--- config.mk ---
export PLATFORM = sky130hd
export DESIGN_NAME = multicycle_control_fsm
export DESIGN_NICKNAME = d
export VERILOG_FILES = /design/src/rtl/multicycle_control_fsm.sv
export SDC_FILE = /design/constraint.sdc
export NUM_CORES = 1
export LEC_CHECK = 0
export CORE_MARGIN = 10
export CORE_UTILIZATION = 45
export CTS_BUF_LIST = sky130_fd_sc_hd__clkbuf_2 sky130_fd_sc_hd__clkbuf_4 sky130_fd_sc_hd__clkbuf_8
export DETAILED_ROUTE_END_ITERATION = 8
export PLACE_DENSITY = 0.79
export SLEW_MARGIN = 20
export SYNTH_ARGS = -nofsm -noshare
export SYNTH_HDL_FRONTEND = slang
export SYNTH_SLANG_ARGS = --single-unit
--- constraint.sdc ---
create_clock -name CLK -period 2.27 [get_ports CLK]
set_clock_uncertainty 0.1 [all_clocks]
set_input_delay 0.454 -clock CLK [delete_from_list [all_inputs] [get_ports CLK]]
set_output_delay 0.454 -clock CLK [all_outputs]
set_load 0.02 [all_outputs]
--- src/rtl/multicycle_control_fsm.sv ---
// Multi-cycle sequencing controller for the 16-bit datapath: fetch/decode/execute/memory/
// writeback control strobes, retired-instruction counter and sticky halt/illegal status.
module multicycle_control_fsm #(
    parameter int unsigned CNT_W = 16
) (
    input  logic             CLK,
    input  logic             Reset_n,
    input  logic [6:0]       Opcode,
    input  logic             ALU_Zero,
    input  logic             Mem_Ready,
    output logic             IR_Write,
    output logic             PC_Write,
    output logic             PC_Write_Cond,
    output logic             IorD,
    output logic             Mem_Read,
    output logic             Mem_Write,
    output logic             ALUSrcA,
    output logic [1:0]       ALUSrcB,
    output logic [1:0]       ALUOp,
    output logic [1:0]       PCSource,
    output logic             RegWrite,
    output logic             MemtoReg,
    output logic [CNT_W-1:0] Retired,
    output logic             Halted,
    output logic             Illegal
);

    typedef enum logic [3:0] {
        StFetch,
        StDecode,
        StExecR,
        StExecI,
        StAluWb,
        StMemAddr,
        StMemRd,
        StLoadWb,
        StMemWr,
        StBranch,
        StJump,
        StHalt
    } state_e;

    typedef enum logic [2:0] {
        ClsRType  = 3'b000,
        ClsIType  = 3'b001,
        ClsLoad   = 3'b010,
        ClsStore  = 3'b011,
        ClsBranch = 3'b100,
        ClsJump   = 3'b101,
        ClsIllegl = 3'b110,
        ClsHalt   = 3'b111
    } class_e;

    state_e           state_q, state_d;
    logic             is_store_q, is_store_d;
    logic [CNT_W-1:0] retired_q, retired_d;
    logic             halted_q, halted_d;
    logic             illegal_q, illegal_d;
    class_e           op_class;

    // Only the class field steers the sequence; the low bits belong to the datapath.
    logic unused_opcode_low;
    assign unused_opcode_low = ^Opcode[3:0];

    assign op_class = class_e'(Opcode[6:4]);

    always_ff @(posedge CLK or negedge Reset_n) begin
        if (!Reset_n) begin
            state_q    <= StFetch;
            is_store_q <= 1'b0;
            retired_q  <= '0;
            halted_q   <= 1'b0;
            illegal_q  <= 1'b0;
        end else begin
            state_q    <= state_d;
            is_store_q <= is_store_d;
            retired_q  <= retired_d;
            halted_q   <= halted_d;
            illegal_q  <= illegal_d;
        end
    end

    // Next state and control strobes.
    always_comb begin
        state_d       = state_q;
        is_store_d    = is_store_q;
        halted_d      = halted_q;
        illegal_d     = illegal_q;
        IR_Write      = 1'b0;
        PC_Write      = 1'b0;
        PC_Write_Cond = 1'b0;
        IorD          = 1'b0;
        Mem_Read      = 1'b0;
        Mem_Write     = 1'b0;
        ALUSrcA       = 1'b0;
        ALUSrcB       = 2'b00;
        ALUOp         = 2'b00;
        PCSource      = 2'b00;
        RegWrite      = 1'b0;
        MemtoReg      = 1'b0;

        unique case (state_q)
            StFetch: begin
                Mem_Read = 1'b1;
                ALUSrcB  = 2'b01;
                IR_Write = Mem_Ready;
                PC_Write = Mem_Ready;
                if (Mem_Ready) begin
                    state_d = StDecode;
                end
            end
            StDecode: begin
                ALUSrcB    = 2'b10;
                // Opcode is only guaranteed stable here, so keep what MEM_ADDR needs.
                is_store_d = Opcode[4];
                unique case (op_class)
                    ClsRType:          state_d = StExecR;
                    ClsIType:          state_d = StExecI;
                    ClsLoad, ClsStore: state_d = StMemAddr;
                    ClsBranch:         state_d = StBranch;
                    ClsJump:           state_d = StJump;
                    ClsIllegl: begin
                        state_d   = StHalt;
                        halted_d  = 1'b1;
                        illegal_d = 1'b1;
                    end
                    ClsHalt: begin
                        state_d  = StHalt;
                        halted_d = 1'b1;
                    end
                    default:           state_d = StHalt;
                endcase
            end
            StExecR: begin
                ALUSrcA = 1'b1;
                ALUSrcB = 2'b00;
                ALUOp   = 2'b10;
                state_d = StAluWb;
            end
            StExecI: begin
                ALUSrcA = 1'b1;
                ALUSrcB = 2'b10;
                state_d = StAluWb;
            end
            StAluWb: begin
                RegWrite = 1'b1;
                state_d  = StFetch;
            end
            StMemAddr: begin
                ALUSrcA = 1'b1;
                ALUSrcB = 2'b10;
                state_d = is_store_q ? StMemWr : StMemRd;
            end
            StMemRd: begin
                Mem_Read = 1'b1;
                IorD     = 1'b1;
                if (Mem_Ready) begin
                    state_d = StLoadWb;
                end
            end
            StLoadWb: begin
                RegWrite = 1'b1;
                MemtoReg = 1'b1;
                state_d  = StFetch;
            end
            StMemWr: begin
                Mem_Write = 1'b1;
                IorD      = 1'b1;
                if (Mem_Ready) begin
                    state_d = StFetch;
                end
            end
            StBranch: begin
                ALUSrcA       = 1'b1;
                ALUOp         = 2'b01;
                PCSource      = 2'b01;
                PC_Write_Cond = 1'b1;
                PC_Write      = ALU_Zero;
                state_d       = StFetch;
            end
            StJump: begin
                PCSource = 2'b10;
                PC_Write = 1'b1;
                state_d  = StFetch;
            end
            StHalt: begin
                state_d = StHalt;
            end
            default: begin
                state_d = StFetch;
            end
        endcase
    end

    // An instruction retires when the sequence returns to FETCH from any other step.
    always_comb begin
        retired_d = retired_q;
        if (state_q != StFetch && state_d == StFetch) begin
            retired_d = retired_q + CNT_W'(1);
        end
    end

    assign Retired = retired_q;
    assign Halted  = halted_q;
    assign Illegal = illegal_q;

endmodule

==> flow_summary.json <==
{
  "status": "finished with violations",
  "violations": "negative setup slack",
  "rows": 19,
  "worstPathArrival_ps": 2430,
  "worst-path-max-fanout": 8,
  "hold_violations": 0,
  "die_w_um": 74.7,
  "syn-num-nets": 144,
  "gp_congestion": 0.896,
  "die-area_um2": 5580,
  "startpoint": "state_q[2]$_DFF_PN0_",
  "synth-seq-area-share": 0.427,
  "synth_edf_count": 0,
  "die_h_um": 74.7,
  "cts_buffer_depth": 2,
  "pin_count": 44,
  "cts_buffers": 3,
  "core_area_um2": 2810,
  "post-place-cells": 213,
  "antenna_found_initial": 0,
  "fin_crit_ps": 2320,
  "p_per_area_nw_per_um2": 1400,
  "routed-via-count": 1327,
  "fin_util": 0.759,
  "overflow": 0,
  "portBuffers": 39,
  "hp-class": "input pin to asynchronous set/reset pin",
  "grt_max_degree": 24,
  "final_layout_size_suffix_gt1_frac": 0.376,
  "routedWlPerCell_um": 19.4,
  "ys_seq_elements": 23,
  "tightest_slew_ps": 373,
  "ant_nets": 0,
  "drt-pass1-iter-count": 4,
  "initial_core_util": 0.480,
  "dp_slack_ps": -432,
  "setup_viol": 4,
  "clkSinkCount": 23,
  "fin_tns_setup_ps": -72.2,
  "ys_warn_count": 0,
  "maxCapViolCount": 0,
  "antenna_cells": 0,
  "cts.clk_slew.worst_paths_ps": 140,
  "peakVddDrop_uv": 938,
  "r2r_start": "state_q[2]$_DFF_PN0_",
  "first_global_vias": 1340,
  "synth_flop_cell": "dfrtp_1",
  "rrSetupSlack_ps": -50,
  "wl_um": 4530,
  "grt_pass1_wl_um": 6730,
  "synthArstFlopShare": 1.00,
  "nNetsFinal": 215,
  "worstSetupPathType": "flip-flop to flip-flop",
  "fmax_ghz": 0.431,
  "slew_headroom": 0.751,
  "drc_errors": 0,
  "cp-end-kind": "flip-flop",
  "dpl.hpwl_um": 2770,
  "syn-cell-area_um2": 1350,
  "rr_worst_depth": 8,
  "leakage_nw": 0.957,
  "drt_iter0_markers": 129,
  "fin_crit_sh": 1.02,
  "required_ps": 2380,
  "cts_tree": "built",
  "p_total_mw": 2.98,
  "grt.total_usage": 0.153,
  "htreeDepth": 1,
  "start_kind": "flip-flop",
  "yosysUniqueCellTypes": 42,
  "syn2layout_area_growth_pct": 57.9,
  "fin_ws_ps": -48.3,
  "cts_root_buf": "clkbuf_4",
  "rsz0062_at_grt": "true",
  "slew_violations": 0,
  "clk_latency_ps": 320,
  "worstSetupEndpoint": "Retired[1]$_DFFE_PN0P_",
  "syn_inst": 132,
  "layout.cells.non_filler": 233,
  "r2r_end": "Retired[1]$_DFFE_PN0P_",
  "vias_per_cell": 5.70,
  "synth_area_per_cell_um2": 10.2
}
==> how the worst min path moves through the flow <==
stage	startpoint	to	slack [ps]	cells after the start
after floorplan	Reset_n	Halted$_DFFE_PN0P_	60	0
after global placement	Halted$_DFFE_PN0P_	Halted$_DFFE_PN0P_	350	1
after detailed placement	Illegal$_DFFE_PN0P_	Illegal$_DFFE_PN0P_	370	1
after CTS	Reset_n	Retired[6]$_DFFE_PN0P_	380	2
after global routing	Reset_n	Retired[2]$_DFFE_PN0P_	390	2
final	Reset_n	Retired[14]$_DFFE_PN0P_	360	2
==> synth_stat cells, types with 3 or more instances <==
cell type	n	area, um^2
nand3_1	7	35.0
and3_1	4	25.0
nand3_2	4	40.0
dfrtp_1	23	576
nor2b_1	4	25.0
a21oi_1	3	15.0
nor2_1	9	33.8
nand2b_1	6	37.5
xnor2_1	15	131
clkbuf_1	3	11.3
nor3_1	3	15.0
nand2_1	4	15.0
and2_1	3	18.8
nand4_1	5	31.3
o21ai_0	3	15.0
and4_1	4	35.0
==> cell type report <==
class | instances | area [um^2]
repair buffers | 76 | 681
clock inverters | 1 | 5.00
fillers | 184 | 677
flip-flops and latches | 23 | 579
well taps | 31 | 38.8
multi-input cells | 99 | 802
clock buffers | 3 | 22.5
==> registers in the layout, summed over array words and instances, names as in the netlist <==
signal / count
Halted: 1
Retired: 16
Illegal: 1
is_store_q: 1
state_q: 4
==> through the flow <==
stage	hold WS, ps	cell area [um^2]
global route	392	2130
detailed placement	368	1910
global placement	353	1910
finish	361	2130
floorplan	58.4	1360
CTS	379	2050
==> critical path: stages, from the launching register on <==
cell	delay (ps)
dfrtp_2	420
buf_6	130
and3b_2	220
a21o_1	160
a22o_1	260
nor4_4	280
buf_4	180
buf_12	120
mux2_2	330
==> routing by layer <==
| layer | share of wire | up-vias | track usage | wire, um |
|---|---|---|---|---|
| met5 | 0 | - | 0 | 0 |
| met4 | 0.015 | 0 | 0.0483 | 70 |
| met3 | 0.073 | 6 | 0.0552 | 330 |
| met2 | 0.53 | 50 | 0.279 | 2400 |
| met1 | 0.38 | 661 | 0.162 | 1730 |
| li1 | - | 610 | - | - |
==> where the power goes <==
part	internal, mW	total [mW]	switching (mW)
Sequential	0.522	0.692	0.170
Combinational	1.05	2.09	1.04
Clock	0.0660	0.198	0.132
Total	1.64	2.98	1.34
==> cell families after synthesis <==
family / synth area share
flops: 0.427
xor+xnor: 0.110
fa+ha+maj: 0.00928
simple gates: 0.292
compound gates: 0.0919
buf+inv: 0.0409
mux: 0.0279
==> repair_timing <==
item	in CTS	in global routing
hold buffers	0	0
pin swaps	9	2
endpoints found under the setup margin	22	26
gates cloned	1	0
resized for setup	34	28
buffers inserted	8	7
==> cells in the final DEF, fill, tap and decap left out, drive strengths merged, types with 2 or more instances in the layout <==
master	instances
buf	37
dfrtp	23
clkdlybuf4s50	22
xnor2	15
nand3	11
clkbuf	10
nor2	9
dlygate4sd2	6
nand2b	6
nand4	5
nor2b	4
nand2	4
and3	4
and4	4
clkdlybuf4s15	4
nor3	3
a21oi	3
nor4	3
o21ai	3
and2	3
mux2	3
xor2	2
Note: power is estimated with default switching activity, not from simulation.
